==> config.mk <==
export PLATFORM = sky130hd
export DESIGN_NAME = ps2_host_tx
export DESIGN_NICKNAME = d
export VERILOG_FILES = /design/src/rtl/ps2_host_tx.sv
export SDC_FILE = /design/constraint.sdc
export NUM_CORES = 1
export LEC_CHECK = 0
export BUFFER_PORTS_ARGS = -buffer_cell sky130_fd_sc_hd__buf_4
export CAP_MARGIN = 20
export CELL_PAD_IN_SITES_DETAIL_PLACEMENT = 0
export CELL_PAD_IN_SITES_GLOBAL_PLACEMENT = 1
export CORE_MARGIN = 1.5
export CORE_UTILIZATION = 48
export CTS_BUF_LIST = sky130_fd_sc_hd__clkbuf_4 sky130_fd_sc_hd__clkbuf_8 sky130_fd_sc_hd__clkbuf_16
export CTS_CLUSTER_SIZE = 12
export DETAILED_ROUTE_END_ITERATION = 12
export HOLD_SLACK_MARGIN = 0.08
export PLACE_DENSITY_LB_ADDON = 0.1
export SYNTH_ARGS = -nofsm -noshare
export SYNTH_HDL_FRONTEND = slang
export SYNTH_SLANG_ARGS = --single-unit
==> constraint.sdc <==
create_clock -name clk -period 5.2 [get_ports clk]
set_clock_uncertainty 0.05 [all_clocks]
set_input_delay 0.78 -clock clk [delete_from_list [all_inputs] [get_ports clk]]
set_output_delay 0.78 -clock clk [all_outputs]
set_load 0.01 [all_outputs]
==> src/rtl/ps2_host_tx.sv <==
// ps2_host_tx: PS/2 host-to-device byte sender (clock inhibit, start, 8 data LSB first, odd parity, stop, ACK).
// Takes one byte per transfer, only while idle. The optional watchdog abort is enabled by PS2_TX_TIMEOUT_EN.
module ps2_host_tx #(
  parameter int INHIBIT_CYCLES = 10000,
  parameter int TIMEOUT_CYCLES = 1500000
) (
  input  logic       clk,
  input  logic       rst,
  input  logic [7:0] tx_data,
  input  logic       tx_valid,
  output logic       tx_ready,
  input  logic       ps2_clk_i,
  input  logic       ps2_data_i,
  output logic       ps2_clk_oe,
  output logic       ps2_data_oe,
  output logic       busy,
  output logic       tx_done,
  output logic       tx_err,
  output logic       tx_timeout
);

  // One counter times the inhibit window and, when enabled, the watchdog.
  localparam int MAX_CYCLES = (INHIBIT_CYCLES > TIMEOUT_CYCLES) ? INHIBIT_CYCLES : TIMEOUT_CYCLES;
  localparam int CW = $clog2(MAX_CYCLES + 1);
  localparam logic [CW-1:0] INH_LAST = CW'(INHIBIT_CYCLES - 1);

  typedef enum logic [2:0] {IDLE, INHIBIT, REQ, BITS, ACK, WAIT_IDLE, DONE} state_t;

  state_t        state;
  logic          clk_meta, clk_sync, clk_prev;
  logic          data_meta, data_sync;
  logic          clk_fall;
  logic [7:0]    data_q;
  logic          parity_q;
  logic [3:0]    edge_cnt;
  logic [CW-1:0] cnt;
  logic          ack_err;

  always_ff @(posedge clk) begin
    if (rst) begin
      clk_meta  <= 1'b1;
      clk_sync  <= 1'b1;
      clk_prev  <= 1'b1;
      data_meta <= 1'b1;
      data_sync <= 1'b1;
    end else begin
      clk_meta  <= ps2_clk_i;
      clk_sync  <= clk_meta;
      clk_prev  <= clk_sync;
      data_meta <= ps2_data_i;
      data_sync <= data_meta;
    end
  end

  assign clk_fall = clk_prev & ~clk_sync;
  assign tx_ready = (state == IDLE);
  assign busy     = ~tx_ready;

`ifdef PS2_TX_TIMEOUT_EN
  localparam logic [CW-1:0] TO_LAST = CW'(TIMEOUT_CYCLES - 1);
  logic timeout_q;
  assign tx_timeout = timeout_q;
`else
  assign tx_timeout = 1'b0;
`endif

  always_ff @(posedge clk) begin
    if (rst) begin
      state       <= IDLE;
      ps2_clk_oe  <= 1'b0;
      ps2_data_oe <= 1'b0;
      tx_done     <= 1'b0;
      tx_err      <= 1'b0;
      data_q      <= '0;
      parity_q    <= 1'b0;
      edge_cnt    <= '0;
      cnt         <= '0;
      ack_err     <= 1'b0;
`ifdef PS2_TX_TIMEOUT_EN
      timeout_q   <= 1'b0;
`endif
    end else begin
      tx_done <= 1'b0;
      tx_err  <= 1'b0;
`ifdef PS2_TX_TIMEOUT_EN
      timeout_q <= 1'b0;
`endif
      case (state)
        IDLE: begin
          if (tx_valid) begin
            data_q      <= tx_data;
            parity_q    <= ~^tx_data;
            edge_cnt    <= '0;
            cnt         <= '0;
            ack_err     <= 1'b0;
            ps2_clk_oe  <= 1'b1;
            ps2_data_oe <= 1'b0;
            state       <= INHIBIT;
          end
        end
        INHIBIT: begin
          if (cnt == INH_LAST) begin
            cnt         <= '0;
            ps2_data_oe <= 1'b1;
            state       <= REQ;
          end else begin
            cnt <= cnt + 1'b1;
          end
        end
        REQ: begin
          ps2_clk_oe <= 1'b0;
          state      <= BITS;
        end
        BITS: begin
          // Line is driven with the inverse of the bit: oe=1 pulls the open-drain low.
          if (clk_fall) begin
            edge_cnt <= edge_cnt + 4'd1;
            if (edge_cnt < 4'd8) begin
              ps2_data_oe <= ~data_q[edge_cnt[2:0]];
            end else if (edge_cnt == 4'd8) begin
              ps2_data_oe <= ~parity_q;
            end else begin
              ps2_data_oe <= 1'b0;
              state       <= ACK;
            end
          end
        end
        ACK: begin
          if (clk_fall) begin
            ack_err <= data_sync;
            state   <= WAIT_IDLE;
          end
        end
        WAIT_IDLE: begin
          if (clk_sync && data_sync) begin
            tx_done <= 1'b1;
            tx_err  <= ack_err;
            state   <= DONE;
          end
        end
        DONE: begin
          state <= IDLE;
        end
        default: begin
          state <= IDLE;
        end
      endcase
`ifdef PS2_TX_TIMEOUT_EN
      // Watchdog overrides any transition taken above in the same cycle.
      if (state inside {REQ, BITS, ACK, WAIT_IDLE}) begin
        cnt <= cnt + 1'b1;
        if (cnt == TO_LAST) begin
          ps2_clk_oe  <= 1'b0;
          ps2_data_oe <= 1'b0;
          tx_done     <= 1'b1;
          tx_err      <= 1'b0;
          timeout_q   <= 1'b1;
          state       <= DONE;
        end
      end
`endif
    end
  end

endmodule

* Word-level counts from Yosys, hierarchy flattened
Index checks and enable logic that the tools add are counted.
Storage, ports and cells: bits in registers 47, bits of input ports 13, word-level logic and storage cells 84
Cells by class: add/subtract/negate cells 2, order comparisons 2, eq/ne operators 14, muxes and demuxes 27, bitwise operators 7, reduce and logical (&&, ||, !) cells 17
Operator list (count):
- $mux W21 | 2
- $pmux W21 S2 | 1
- $add A21 B1 Y21 const B | 1
- $eq A21 B14 Y1 const B | 1
- $mux W3 | 7
- $pmux W3 S6 | 1
- $ne A2 B2 Y1 const B | 7
- $mux W1 | 9
- $mux W4 | 2
- $pmux W4 S2 | 1
- $reduce_bool A2 Y1 | 4
- $reduce_xnor A8 Y1 | 1
- $reduce_and A7 Y1 | 1
- $eq A3 B2 Y1 const B | 2
- $eq A3 B3 Y1 const B | 2
- $not A1 Y1 | 6
- $reduce_and A2 Y1 | 3
- $reduce_and A3 Y1 | 2
- $add A4 B1 Y4 const B | 1
- $eq A4 B4 Y1 const B | 1
- $lt A3 B4 Y1 const B | 1
- $lt A4 B4 Y1 const B | 1
- $pmux W1 S2 | 2
- $reduce_and A4 Y1 | 1
- 9 further kinds | 9

* Depth between registers and ports, before layout
Gate-level depths: netlist of the first run.
depth in word-level cells 6, gate-level depth with buffers 7, mapped depth without buffers 7

* Least setup slack after synthesis of the first run
OpenSTA, ideal clock, no wires.
kind input to register, start point in tx_valid, end point reg edge_cnt[3], library setup time 0.078 ns, arrival time 1.902 ns, path slack 3.170 ns, stages 6, buffers on the path 1, cell sequence clkbuf_1 or3b_1 a21oi_1 nand4_1 xor2_1 nor3_1
On the way: longest elaborated chain between the ends 2
RTL lines:
- start: declaration | RTL line 10 | input logic tx_valid,
- $ne A2 B2 Y1 (no line)
- $reduce_and A3 Y1 (no line)
- end signal: assignment | RTL line 117 | edge_cnt <= edge_cnt + 4'd1;
- end: declaration | RTL line 35 | logic [3:0] edge_cnt;
Every way passes these cells. A chain may end at the register's enable or synchronous reset.

* Worst setup path after layout of the first run
start point reg state[0], end point out busy
On the way: longest elaborated chain between the ends 2
RTL lines:
- start: declaration | RTL line 29 | state_t state;
- start signal: assignment | RTL line 69 | state <= IDLE;
- start signal: assignment | RTL line 98 | state <= INHIBIT;
- start signal: assignment | RTL line 105 | state <= REQ;
- $logic_not A3 Y1 | RTL line 56 | assign tx_ready = (state == IDLE);
- $not A1 Y1 | RTL line 57 | assign busy = ~tx_ready;
- end: declaration | RTL line 16 | output logic busy,
Every way passes these cells.

==> qor.yml, run 1 <==
run_status:
  outcome: "completed"
synthesis:
  synth-edff-count: 0
  synth-simple-area-share_pct: 30.03
  async_reset_ff_share_pct: 0
  synthTopCellsByCount: "dfxtp_1, nand2_1, a21oi_1"
  ys.warnings.count: 0
  synth_seq_area_share_pct: 37.69
  yosysUniqueCellTypes: 58
  synthAdderAreaFrac_pct: 1.504
  ys.flop_type: "dfxtp_1"
  synth_xor_area_share_pct: 4.211
  synth_area_leaders: "dfxtp_1, nand2_1, a21oi_1"
  synth_area_um2: 2496
  yosys.area.top_type_share_pct: 37.69
  synth_top_family_by_area: "simple AND/OR/NAND/NOR gates"
  synth_mux_area_share_pct: 3.860
  synth_top_cell_by_area: "dfxtp_1"
  synth_seq_cells: 47
  syn-num-nets: 314
  yosysMostFrequentCell: "dfxtp_1"
  syn_inst: 298
  synth-compound-area-share_pct: 18.30
  syn_avg_cell_area_um2: 8.376
place:
  gp_congestion: 0.8556
  postPlaceCellArea_um2: 2643
  port_buffers: 18
  post-dp-hpwl_mm: 3.775
clock_network:
  ctsHoldBuffers: 0
  htree_levels: 2
  postCtsSetupBuffers: 0
  clk_latency_ps: 310
  root_buffer: "clkbuf_8"
  cts_tree: "done"
  cts_sinks: 47
  cts_buffers: 5
  cts.clk_slew.worst_paths_ps: 90
  cts.path.max_buffers: 2
  ctsResizeCount: 0
sta:
  finalHoldViolCount: 0
  min_period_ps: 2291
  maxSlewViolCount: 0
  fin_hold_ws_ps: 364.9
  relSlewSlack_pct: 47.95
  setup_viol: 0
  tightest_slew_ps: 777.9
  rsz0062_at_grt: "false"
  timing.final.crit_share_pct: 44.07
  tns_ps: 0
  max_freq_ghz: 0.4364
floorplanning:
  num_rows: 26
  dieArea_um2: 5642
  core_um2: 5075
  initial_core_util_pct: 49.19
  die_h_um: 75.12
  die-width_um: 75.12
  io_pins: 20
finish:
  nFillCells: 528
  drive_gt1_share_pct: 14.29
  area_growth_pct: 11.33
  diodes: 0
  post-route-util_pct: 54.76
  seqCellArea_um2: 940.9
  nets: 323
  fin_area_um2: 2779
  multi_input_area_um2: 1449
power:
  ir_drop_mv: 0.1276
  p_clk_share_pct: 40.2
  powerDensity_nw_per_um2: 290.7
  p_comb_share_pct: 12.1
  seq_power_share_pct: 47.8
  p_int_w: 0.0006093
  power_w: 0.0008078
  power.leakage_nw: 1.003
  switching_share_pct: 24.57
  p_sw_w: 0.0001984
routing:
  antenna_left: 0
  firstDrtPassIters: 4
  drc_errors: 0
  drt_iter0_markers: 164
  num_vias: 2111
  routed_wl_mm: 5.329
  wl_per_cell_um: 14.10
  viasPerCell: 5.585
critical_path:
  crit_fanout: 20
  cp-end-kind: "primary output"
  critPathLaunchType: "flop"
  worstPathRequired_ps: 4370
  worst-setup-path-type: "flop to primary output"
  critical_path_arrival_ps: 1460
global_route:
  grt_pass1_vias: 1830
  grtUsageTotal_pct: 20.56
  antenna_found_initial: 0
  grt_pass1_wl_mm: 8.873
  grt-ovfl-total: 0
  grt_max_degree: 37
min_path:
  hold_class: "flop to flop"
job:
  drv_cap: 0
==> logic make-up (layout without fill, tap and decap cells) <==
kind of cell | count (synthesis) | in the layout
other | 1 | 1
adders and majority gates | 3 | 3
and+or+nand+nor | 134 | 134
buffers and inverters | 24 | 34
AOI/OAI and AO/OA | 70 | 70
muxes | 7 | 7
xor gates and xnor gates | 12 | 12
DFF | 47 | 47
==> final timing paths <==
path,startpoint,to,slack [ps],depth (start not counted)
setup reg to reg,state[0]$_SDFFE_PP0P_,cnt[14]$_SDFFE_PP0P_,3020,5
setup / recovery,state[0]$_SDFFE_PP0P_,busy,2910,3
hold reg to reg,clk_meta$_SDFF_PP1_,clk_sync$_SDFF_PP1_,360,1
hold / removal,clk_meta$_SDFF_PP1_,clk_sync$_SDFF_PP1_,360,1
==> registers in the layout, indices dropped and copies added (netlist names), 3 cells and up <==
name,cells
cnt,21
data_q,8
edge_cnt,4
state,3
==> cells in the final DEF, fill, tap and decap left out, types with 3 or more instances in the layout <==
cell	netlist	layout
clkbuf_8	0	5
nor3_1	10	10
nor2b_1	5	5
ha_1	3	3
o21a_1	4	4
or4_1	3	3
nor2_1	19	19
dfxtp_1	47	47
a22oi_1	3	3
and4_1	3	3
nand3_1	11	11
xnor2_1	7	7
a21oi_1	21	21
nand2b_1	5	5
or2_2	5	5
nand2_1	40	40
mux2i_1	4	4
and2_1	3	3
xor2_1	5	5
or3_1	5	5
a21o_1	4	4
o21ai_0	19	19
buf_4	1	18
inv_1	8	8
nand4_1	8	8
a211oi_1	3	3
==> power by group through the flow <==
stage	clock network, W	registers, W	logic, W
after floorplan	0	0.000386	0.0000762
after global placement	0	0.000394	0.0000976
after detailed placement	0	0.000394	0.0000982
after CTS	0.000330	0.000386	0.0000986
after global routing	0.000339	0.000388	0.000111
final	0.000325	0.000386	0.0000974
==> final cells by class <==
| cell class | count | area share [%] |
|---|---|---|
| multi-input cells | 227 | 52.14 |
| flip-flops and latches | 47 | 33.86 |
| repair buffers | 18 | 4.863 |
| well taps | 70 | 3.152 |
| clock buffers | 6 | 2.747 |
| clock inverters | 2 | 2.161 |
| inverters | 8 | 1.081 |
==> metal layers <==
metal	vias to the layer above	global-route usage, %	part of all wire (%)
met1	997	26.32	47
met2	28	34.91	49
met5	-	0	0
met3	5	4.418	2.5
li1	1081	-	-
met4	0	5.859	0.98
==> per-stage QoR <==
| step | cells | setup slack (ps) |
|---|---|---|
| after floorplan | 298 | 3170 |
| after global placement | 370 | 2892 |
| after detailed placement | 370 | 2862 |
| after CTS | 378 | 2895 |
| after global routing | 378 | 2707 |
| final | 378 | 2909 |
==> worst max-delay path, stage by stage (launching register included) <==
cell     delay (ps)
dfxtp_1         510
nor3_1          430
inv_1            70
buf_4           150
Power figures use the tool's default switching activity.
==> run 2: changes to the inputs <==
- ABC_AREA: unset -> 1
- CORE_UTILIZATION: 48 -> 43
- clock period: 5.2 -> 2.3 ns (I/O delays scaled with it)
==> run 2 against run 1 <==
Clock power up 87%. Count of clock-buffer cells in the layout unchanged. Utilization down 5.0 points. Die area up 18%. Area after synthesis up 6.4%. Sequential cell count unchanged. Cell area up 6.6%. Worst setup slack worse by 2400 ps. Register-to-register slack worse by 2500 ps. Via count up 11%.
==> qor.yml, run 2 <==
finish:
  post-route-util_pct: 49.75  # was 54.76%
  final_cell_mix: "nand2_1, inv_1, dfxtp_1"  # was dfxtp_1, nand2_1, a21oi_1
  fin_area_um2: 2963  # was 2779 um2
  stdcell_count: 476  # was 378
  area_growth_pct: 11.54  # was 11.33%
  drive_gt1_share_pct: 16.71  # was 14.29%
  largest_reg_flops: 21  # unchanged
  diodes: 0  # unchanged
  final_common_cell: "nand2_1"  # was dfxtp_1
  nets: 417  # was 323
  top_register: "cnt"  # unchanged
  largestRegisters: "cnt: 21 flops, data_q: 8 flops, edge_cnt: 4 flops"  # unchanged
synthesis:
  synth_seq_cells: 47  # unchanged
  ys.warnings.count: 0  # unchanged
  yosysUniqueCellTypes: 37  # was 58
  syn-num-nets: 398  # was 314
  syn_inst: 382  # was 298
  synth-edff-count: 0  # unchanged
  yosysMostFrequentCell: "nand2_1"  # was dfxtp_1
  synth_area_um2: 2656  # was 2496 um2
  ys.flop_type: "dfxtp_1"  # unchanged
  async_reset_ff_share_pct: 0  # unchanged
  synth_seq_area_share_pct: 35.42  # was 37.69%
  synthTopCellsByCount: "nand2_1, inv_1, dfxtp_1"  # was dfxtp_1, nand2_1, a21oi_1
  synth_top_cell_by_area: "dfxtp_1"  # unchanged
  syn_avg_cell_area_um2: 6.954  # was 8.376 um2
  synth_area_leaders: "dfxtp_1, nand2_1, inv_1"  # was dfxtp_1, nand2_1, a21oi_1
  yosys.area.top_type_share_pct: 35.42  # was 37.69%
routing:
  antenna_left: 0  # unchanged
  drc_errors: 0  # unchanged
  firstDrtPassIters: 4  # unchanged
  drt_iter0_markers: 84  # was 164
  viasPerCell: 4.941  # was 5.585
  routed_wl_mm: 5.925  # was 5.329 mm
  wl_per_cell_um: 12.45  # was 14.10 um
  num_vias: 2352  # was 2,111
place:
  port_buffers: 18  # unchanged
  postPlaceCellArea_um2: 2856  # was 2643 um2
  gp_congestion: 0.8430  # was 0.8556
  post-dp-hpwl_mm: 4.499  # was 3.775 mm
  dp.cells: 469  # was 370
critical_path:
  r2r-start: "cnt[0]$_SDFFE_PP0P_"  # was state[0]$_SDFFE_PP0P_
  critPathLaunchType: "flop"  # unchanged
  cp-end-kind: "flop"  # was primary output
  critical_path_arrival_ps: 1960  # was 1460 ps
  reg2reg_slack_ps: 490  # was 3020 ps
  rr_worst_depth: 8  # was 5
  worstPathRequired_ps: 2450  # was 4370 ps
  worst-setup-path-type: "flop to flop"  # was flop to primary output
  crit_fanout: 5  # was 20
  rr_endpoint: "cnt[16]$_SDFFE_PP0P_"  # was cnt[14]$_SDFFE_PP0P_
floorplanning:
  initial_core_util_pct: 44.60  # was 49.19%
  dieArea_um2: 6658  # was 5642 um2
  die-width_um: 81.60  # was 75.12 um
  die_h_um: 81.60  # was 75.12 um
  num_rows: 28  # was 26
  core_um2: 5956  # was 5075 um2
  io_pins: 20  # unchanged
sta:
  finalHoldViolCount: 0  # unchanged
  max_freq_ghz: 0.5510
  tightest_slew_ps: 587.3  # was 777.9 ps
  timing.final.crit_share_pct: 78.90
  tns_ps: 0  # unchanged
  setup_viol: 0  # unchanged
  maxSlewViolCount: 0  # unchanged
  rsz0062_at_grt: "false"  # unchanged
  min_period_ps: 1815
  relSlewSlack_pct: 60.80  # was 47.95%
power:
  power.leakage_nw: 1.179  # was 1.003 nW
  p_sw_w: 0.001197  # was 0.0001984 W
  seq_power_share_pct: 36.1  # was 47.8%
  p_int_w: 0.001678  # was 0.0006093 W
  powerDensity_nw_per_um2: 970.6  # was 290.7 nW/um2
  ir_drop_mv: 0.7774  # was 0.1276 mV
  p_comb_share_pct: 42.7  # was 12.1%
  switching_share_pct: 41.63  # was 24.57%
  p_clk_share_pct: 21.1  # was 40.2%
global_route:
  grtUsageTotal_pct: 19.61  # was 20.56%
  grt_pass1_vias: 2197  # was 1,830
  antenna_found_initial: 0  # unchanged
  grt-ovfl-total: 0  # unchanged
  grt_max_degree: 20  # was 37
  grt_pass1_wl_mm: 9.936  # was 8.873 mm
clock_network:
  ctsHoldBuffers: 0  # unchanged
  root_buffer: "clkbuf_8"  # unchanged
  clk_latency_ps: 300  # was 310 ps
  ctsResizeCount: 0  # unchanged
  postCtsSetupBuffers: 0  # unchanged
  cts.clk_slew.worst_paths_ps: 90  # about the same
  htree_levels: 2  # unchanged
  cts_buffers: 5  # unchanged
  cts_sinks: 47  # unchanged
  cts.path.max_buffers: 2  # unchanged
  cts_tree: "done"  # unchanged
job:
  drv_cap: 0  # unchanged
min_path:
  hold_depth: 2  # was 1
  whs_endpoint: "data_meta$_SDFF_PP1_"  # was clk_sync$_SDFF_PP1_
  hold_class: "input pin to flop"  # was flop to flop
  min_from: "ps2_data_i"  # was clk_meta$_SDFF_PP1_
run_status:
  outcome: "completed"  # unchanged
[run 2: per-layer routing]
metal	global-route usage (%)	wire (um)	vias up
met1	24.15	2772	1064
met2	34.63	2944	22
met4	6.102	74	0
li1	-	-	1260
met3	3.444	135	6
met5	0	0	-
[run 2: final cells by class]
class | instances | area (um2)
clock buffers | 6 | 76.32
clock inverters | 1 | 30.03
fillers | 644 | 2993
inverters | 58 | 222.7
multi-input cells | 271 | 1464
flip-flops and latches | 47 | 940.9
well taps | 75 | 93.84
repair buffers | 18 | 135.1
[run 2: critical path: stages, from the launching register on]
cell and delay, ps:
dfxtp_1 410, ha_1 220, nand3_1 220, inv_2 140, nand4_1 150, clkinv_1 90, nand3_1 140, o21ai_0 200
a21oi_1 80
[run 2: logic make-up after synthesis]
kind of cell	Yosys count	synth area share [%]
XOR/XNOR	8	2.638
AND/OR/NAND/NOR	198	38.39
other	1	0.1412
AO/OA/AOI/OAI	61	12.53
buffers and inverters	64	9.468
flip-flops	47	35.42
adder cells (fa/ha/maj)	3	1.413
[run 2: power groups by stage]
stage | logic, W | clock network [W] | registers, W
final | 0.00123 | 0.000608 | 0.00104
after global routing | 0.00139 | 0.000664 | 0.00105
after CTS | 0.00124 | 0.000630 | 0.00104
after detailed placement | 0.00124 | 0 | 0.00106
after global placement | 0.00123 | 0 | 0.00106
after floorplan | 0.000964 | 0 | 0.00104
[run 2: worst max path at each step]
stage | start | to | slack [ps]
global placement | cnt[0]$_SDFFE_PP0P_ | cnt[18]$_SDFFE_PP0P_ | 490
detailed placement | cnt[0]$_SDFFE_PP0P_ | cnt[16]$_SDFFE_PP0P_ | 480
finish | cnt[0]$_SDFFE_PP0P_ | cnt[16]$_SDFFE_PP0P_ | 490
floorplan | cnt[0]$_SDFFE_PP0P_ | cnt[6]$_SDFFE_PP0P_ | 800
global route | cnt[0]$_SDFFE_PP0P_ | cnt[20]$_SDFFE_PP0P_ | 270
CTS | cnt[0]$_SDFFE_PP0P_ | cnt[6]$_SDFFE_PP0P_ | 460
[run 2: metrics by stage]
stage / setup slack, ps / hold WS, ps / power (W)
global route: 269.6 / 167.5 / 0.003107
finish: 485.3 / 175.2 / 0.002876
CTS: 461.8 / 166.2 / 0.002915
global placement: 486.2 / 341.9 / 0.002289
floorplan: 798.8 / 339.5 / 0.002005
detailed placement: 481.6 / 342.3 / 0.002303
